**src/rtl/calc_pkg.sv**
```systemverilog
// Shared types and constants for the calculator core and its divider.
package calc_pkg;

  // State codes double as the phase LED pattern.
  typedef enum logic [1:0] {
    ST_ENTER_A = 2'b00,
    ST_ENTER_B = 2'b01,
    ST_CALC    = 2'b10,
    ST_SHOW    = 2'b11
  } state_t;

  localparam logic [1:0] OP_ADD = 2'b00;
  localparam logic [1:0] OP_SUB = 2'b01;
  localparam logic [1:0] OP_MUL = 2'b10;
  localparam logic [1:0] OP_DIV = 2'b11;

  // Restoring division retires one quotient bit per cycle.
  localparam int DIV_ITERS = 8;

endpackage

```
**src/rtl/calc_sdiv8.sv**
```systemverilog
// Sequential signed 8-bit divider, truncating toward zero.
// Start cycle captures magnitudes and special cases; then DIV_ITERS
// restoring shift-subtract steps. done pulses during the last step with
// the signed quotient presented combinationally alongside it.
module sdiv8
  import calc_pkg::*;
(
  input  logic       clock,
  input  logic       reset_n,
  input  logic       start,
  input  logic       abort,
  input  logic [7:0] a,
  input  logic [7:0] b,
  output logic       done,
  output logic [7:0] quotient,
  output logic       dz,
  output logic       ovf
);

  localparam logic [2:0] LAST_ITER = 3'(DIV_ITERS - 1);

  logic       running;
  logic [2:0] cnt;
  logic [7:0] work;     // dividend bits shift out the top, quotient bits in the bottom
  logic [7:0] rem;
  logic [7:0] dvs;
  logic       neg;
  logic       dz_r;
  logic       ovf_r;

  logic [8:0] rem_sh;
  logic [9:0] trial;
  logic       fits;
  logic [7:0] rem_next;
  logic [7:0] work_next;

  function automatic logic [7:0] mag8(input logic [7:0] x);
    // -128 maps to 8'h80, which is 128 when read as unsigned.
    return x[7] ? 8'(-x) : x;
  endfunction

  // One restoring step: shift in the next dividend bit, subtract if it fits.
  always_comb begin
    rem_sh    = {rem, work[7]};
    trial     = {1'b0, rem_sh} - {2'b00, dvs};
    fits      = ~trial[9];
    rem_next  = fits ? trial[7:0] : rem_sh[7:0];
    work_next = {work[6:0], fits};
  end

  assign done = running && (cnt == LAST_ITER);
  assign dz   = dz_r;
  assign ovf  = ovf_r;

  // Sign application and special-case override of the final quotient.
  always_comb begin
    // NOTE: every always_comb output gets a default first so no path infers a latch.
    quotient = neg ? 8'(-work_next) : work_next;
    if (dz_r)
      quotient = 8'h00;
    else if (ovf_r)
      quotient = 8'h80;
  end

  // Iteration control and datapath registers; abort wins over start.
  always_ff @(posedge clock or negedge reset_n) begin
    if (!reset_n) begin
      // NOTE: sequential state uses non-blocking assignments only, so every
      // register samples the pre-edge values regardless of statement order.
      running <= 1'b0;
      cnt     <= '0;
      work    <= '0;
      rem     <= '0;
      dvs     <= '0;
      neg     <= 1'b0;
      dz_r    <= 1'b0;
      ovf_r   <= 1'b0;
    end else if (abort) begin
      running <= 1'b0;
      cnt     <= '0;
    end else if (start) begin
      running <= 1'b1;
      cnt     <= '0;
      work    <= mag8(a);
      rem     <= '0;
      dvs     <= mag8(b);
      neg     <= a[7] ^ b[7];
      dz_r    <= (b == 8'h00);
      ovf_r   <= (a == 8'h80) && (b == 8'hFF);
    end else if (running) begin
      rem  <= rem_next;
      work <= work_next;
      cnt  <= cnt + 3'd1;
      if (done)
        running <= 1'b0;
    end
  end

endmodule

```
**src/rtl/calc_core.sv**
```systemverilog
// Sequential arithmetic core of the push-button calculator: collects two
// signed operands and an operation, computes, and holds the result with
// sticky overflow / divide-by-zero flags until the next entry.
module calc_core
  import calc_pkg::*;
(
  input  logic       clock,
  input  logic       reset_n,
  input  logic [7:0] sw,
  input  logic [1:0] op,
  input  logic       enter_pulse,
  input  logic       clear_pulse,
  output logic [7:0] value,
  output logic       ovf,
  output logic       dz,
  output logic       busy,
  output logic [1:0] phase
);

  state_t      state;
  logic [7:0]  a_reg;
  logic [7:0]  b_reg;
  logic [1:0]  opcode;
  logic [7:0]  result;
  logic        div_start;

  logic [7:0]         sum;
  logic [7:0]         diff;
  logic signed [15:0] prod;
  logic [7:0]         alu_val;
  logic               alu_ovf;

  logic       div_done;
  logic [7:0] div_q;
  logic       div_dz;
  logic       div_ovf;

  sdiv8 u_div (
    .clock    (clock),
    .reset_n  (reset_n),
    .start    (div_start),
    .abort    (clear_pulse),
    .a        (a_reg),
    .b        (b_reg),
    .done     (div_done),
    .quotient (div_q),
    .dz       (div_dz),
    .ovf      (div_ovf)
  );

  assign sum  = a_reg + b_reg;
  assign diff = a_reg - b_reg;
  assign prod = $signed(a_reg) * $signed(b_reg);

  // Single-cycle add/sub/mul result and overflow.
  always_comb begin
    alu_val = sum;
    alu_ovf = (a_reg[7] == b_reg[7]) && (sum[7] != a_reg[7]);
    case (opcode)
      OP_SUB: begin
        alu_val = diff;
        alu_ovf = (a_reg[7] != b_reg[7]) && (diff[7] != a_reg[7]);
      end
      OP_MUL: begin
        alu_val = prod[7:0];
        alu_ovf = (prod[15:8] != {8{prod[7]}});
      end
      default: ;
    endcase
  end

  // Display value: switch echo while entering, B during compute, else result.
  always_comb begin
    value = sw;
    case (state)
      ST_CALC: value = b_reg;
      ST_SHOW: value = result;
      default: ;
    endcase
  end

  assign phase = state;
  assign busy  = (state == ST_CALC);

  // Main FSM with operand, result and flag registers; clear beats enter.
  always_ff @(posedge clock or negedge reset_n) begin
    if (!reset_n) begin
      state     <= ST_ENTER_A;
      a_reg     <= '0;
      b_reg     <= '0;
      opcode    <= OP_ADD;
      result    <= '0;
      ovf       <= 1'b0;
      dz        <= 1'b0;
      div_start <= 1'b0;
    end else if (clear_pulse) begin
      state     <= ST_ENTER_A;
      a_reg     <= '0;
      b_reg     <= '0;
      result    <= '0;
      ovf       <= 1'b0;
      dz        <= 1'b0;
      div_start <= 1'b0;
    end else begin
      div_start <= 1'b0;
      case (state)
        ST_ENTER_A: begin
          if (enter_pulse) begin
            a_reg <= sw;
            state <= ST_ENTER_B;
          end
        end
        ST_ENTER_B: begin
          if (enter_pulse) begin
            b_reg     <= sw;
            opcode    <= op;
            div_start <= (op == OP_DIV);
            state     <= ST_CALC;
          end
        end
        ST_CALC: begin
          if (opcode == OP_DIV) begin
            if (div_done) begin
              result <= div_q;
              ovf    <= div_ovf;
              dz     <= div_dz;
              state  <= ST_SHOW;
            end
          end else begin
            result <= alu_val;
            ovf    <= alu_ovf;
            dz     <= 1'b0;
            state  <= ST_SHOW;
          end
        end
        ST_SHOW: begin
          if (enter_pulse) begin
            a_reg <= result;
            ovf   <= 1'b0;
            dz    <= 1'b0;
            state <= ST_ENTER_B;
          end
        end
        default: state <= ST_ENTER_A;
      endcase
    end
  end

endmodule
```
**config.mk**
```make
export PLATFORM = sky130hd
export DESIGN_NAME = calc_core
export DESIGN_NICKNAME = d
export VERILOG_FILES = /design/src/rtl/calc_pkg.sv /design/src/rtl/calc_sdiv8.sv /design/src/rtl/calc_core.sv
export SDC_FILE = /design/constraint.sdc
export NUM_CORES = 1
export LEC_CHECK = 0
export CORE_MARGIN = 5
export CORE_UTILIZATION = 46
export DETAILED_ROUTE_END_ITERATION = 8
export GPL_TIMING_DRIVEN = 0
export PLACE_DENSITY = 0.66
export SETUP_SLACK_MARGIN = 0.05
export SYNTH_ARGS = -nofsm -noshare
export SYNTH_HDL_FRONTEND = slang
export SYNTH_SLANG_ARGS = --single-unit
```
**constraint.sdc**
```tcl
create_clock -name clock -period 6.9 [get_ports clock]
set_input_delay 2.07 -clock clock [delete_from_list [all_inputs] [get_ports clock]]
set_output_delay 2.07 -clock clock [all_outputs]
set_load 0.1 [all_outputs]
```
==> summary.md <==
| Metric | Value |
|---|---|
| First-pass GRT wire length | `32300 um` |
| Vias/cell | `5.66` |
| Slew margin rel. | `34.5%` |
| Critical path arrival | `6640 ps` |
| Ant. Diodes | `0` |
| Max VDD drop | `0.220 mV` |
| Clk_skew | `4.62 ps` |
| Async SR Flop Fraction | `100%` |
| Post-Syn Area | `7170 sq um` |
| H-tree depth | `3` |
| Via Count | `6318` |
| TritonRoute pass-1 iters | `5` |
| Power Dens Cells | `319 nW/um^2` |
| Max-cap violations | `0` |
| Chip Width | `135 um` |
| Overall Power | `2.53 mW` |
| Final wirelength | `19600 um` |
| Nets@finish | `1039` |
| Cell variety after synth | `58` |
| Core Area | `15300 sq um` |
| Post-CTS Setup Bufs | `0` |
| Hold Slack | `479 ps` |
| Leak | `3.50 nW` |
| Clock Path Buffers | `2` |
| GRT overflow | `0` |
| Sum Neg Setup Slack | `0 ps` |
| Status | `completed` |
| Syn avg cell area | `8.28 sq um` |
| TritonCTS clock tree | `built` |
| Crit path kind | `reg2reg` |
| Layout area overhead | `10.7%` |
| Vias in the first global route | `6143` |
| Cell mode on critical path | `inv_1` |
| Worst EP required | `7080 ps` |
| Pre-CTS setup slack | `483 ps` |
| Hold WC Path Type | `reg2reg` |
| RSZ-0062 raised after global routing | `no` |
| CP max FO | `10` |
| Site Rows | `45` |
| Most frequent cell after synthesis | `inv_1` |
| Die height | `135 um` |
| Port Buffers | `25` |
| Setup ws final | `443 ps` |
| Yosys top cell area share | `21.6%` |
| Post-synthesis sequential area ratio | `21.6%` |
| Final hold viol count | `0` |
| Fmax | `0.155 GHz` |
| Num CTS Buffers | `9` |
| Post-route cell area | `7940 sq um` |
| Cells after Synth | `866` |
| Die area | `18200 sq um` |
| Root buffer cell | `clkbuf_16` |
| Post-synth EDFFs | `0` |
| Sink Count | `62` |
| Fin crit share | `93.6%` |
| WP buf/inv | `7` |
| Wirelength per Cell | `17.6 um` |
| Final ANT Viol Nets | `0` |
| Post-Syn Nets | `1003` |
| Initial antenna violation count | `0` |
| Cell family with the largest share of critical-path delay | `adder cells` |
| Initial Utilization | `47.0%` |
| Ys Warns | `0` |
| Final setup fails | `0` |
| # hold bufs at CTS | `0` |
| Synthesized flop and latch total | `62` |
| Worst-Skew Late Latency | `330 ps` |
| Actual slew at the worst max-slew pin | `980 ps` |
| CP endpoint kind | `register` |
| Max-slew violation count | `0` |
| Global Route Usage Sum | `22.4%` |
| Crit start category | `register` |
| Largest net degree at the start of global routing | `63` |
| Post-route DRC | `0` |
| GPL Wtd Cong | `0.981` |
| Main area contributors after synthesis | `dfrtp_1 (22%), fa_1 (16%), ha_1 (11%)` |
| Post-CTS sizing | `0` |
| Post-place instance area | `7680 sq um` |
| CP peak stage delay | `760 ps` |
| Post-synth top area cell | `dfrtp_1` |
| I/O pin cnt | `27` |
| Synth top cells by count | `inv_1 (117), nand2_1 (109), ha_1 (65)` |
| Share of cells above drive strength 1 | `2.65%` |
| Clk pin slew, worst setup/hold paths | `50 ps` |
| Crit-path cells | `clkbuf_1 -> inv_1 -> clkbuf_1 -> nor2_1 -> fa_1 -> inv_1 -> fa_1 -> inv_1 -> fa_1 -> inv_1 -> fa_1 -> inv_1 -> ha_1 -> or4_1 -> o211ai_1 -> a31oi_1 -> o211ai_1 -> o211ai_1 -> a211o_1 -> mux2i_1 -> a211oi_1` |
| DR iter-0 viols | `466` |
| HPWL after detailed placement | `15300 um` |
| CP max-delay cell | `fa_1` |
| Min Tclk post-route | `6460 ps` |
| Ys flop type | `dfrtp_1` |
worst register-to-register path, stage by stage (launching register included):
cell and delay (ps):
dfrtp_1 370, clkbuf_1 310, inv_1 160, clkbuf_1 520
nor2_1 270, fa_1 760, inv_1 150, fa_1 560
inv_1 60, fa_1 500, inv_1 60, fa_1 530
inv_1 40, ha_1 270, or4_1 480, o211ai_1 170
a31oi_1 60, o211ai_1 130, o211ai_1 140, a211o_1 300
mux2i_1 320, a211oi_1 160
layout by cell type, fill, tap and decap left out, types with 6 or more instances in the layout:
cell type,instances
ha_1,65
clkbuf_16,9
mux2i_1,22
nor2b_1,7
and2_1,14
o41ai_1,6
dfrtp_1,62
a31oi_1,6
a22oi_1,9
o31ai_1,11
inv_1,117
xor2_1,12
nor4_1,7
o21a_1,10
o211ai_1,10
nand2b_1,15
nand3_1,18
nand2_1,109
and3_1,6
clkbuf_1,37
or3_1,8
or4_1,7
nor3_1,14
clkdlybuf4s50_1,24
a211oi_1,8
o21ai_0,50
a21oi_1,48
fa_1,58
nor2_1,60
xnor2_1,26
stage by stage:
| stage | instances | util [%] |
|---|---|---|
| 4_1_cts | 1117 | 52.0 |
| 3_5_place_dp | 1102 | 50.4 |
| 6_report | 1117 | 52.0 |
| 2_1_floorplan | 866 | - |
| 5_1_grt | 1117 | 52.0 |
| 3_3_place_gp | 1102 | 50.4 |
power breakdown:
group / switching, mW / internal, mW / total (mW)
sequential: 0.0851 / 0.435 / 0.520
combinational: 1.04 / 0.575 / 1.61
clock: 0.162 / 0.238 / 0.400
total: 1.29 / 1.25 / 2.53
kinds of logic (layout without fill, tap and decap cells):
family	count (synthesis)	count (layout)	synth area share (%)
mux	24	24	3.38
flops	62	62	21.6
xor+xnor	38	38	4.64
simple gates	275	275	17.8
compound gates	189	189	16.9
fa+ha+maj	123	123	27.5
buf+inv	155	195	8.11
routing by layer:
metal	up-vias	wire, um	global-route usage (%)
li1	2988	-	-
met2	238	8990	35.5
met1	3062	8780	31.9
met4	0	360	5.66
met5	-	0	0
met3	30	1470	4.14
final cells by class:
type | instances | area [sq um]
multi-input combinational | 649 | 5040
inverter | 117 | 439
buffer | 38 | 143
sequential | 62 | 1550
clock inverter | 5 | 27.5
tap | 211 | 264
clock buffer | 10 | 229
timing repair buffer | 25 | 248
fill | 1490 | 7320
final timing paths:
check / from / slack (ps) / depth (start not counted) / endpoint
worst max-delay path: a_reg[7]$_DFFE_PN0P_ / 440 / 21 / ovf$_DFFE_PN0P_
worst min register to register: u_div.dvs[1]$_DFFE_PN0P_ / 480 / 2 / u_div.dvs[1]$_DFFE_PN0P_
worst max register to register: a_reg[7]$_DFFE_PN0P_ / 440 / 21 / ovf$_DFFE_PN0P_
min in group asynchronous: reset_n / 1830 / 1 / u_div.cnt[0]$_DFFE_PN0P_
worst min-delay path: u_div.dvs[1]$_DFFE_PN0P_ / 480 / 2 / u_div.dvs[1]$_DFFE_PN0P_
max in group asynchronous: reset_n / 4540 / 1 / b_reg[7]$_DFFE_PN0P_
(Power assumes the default switching activity.)
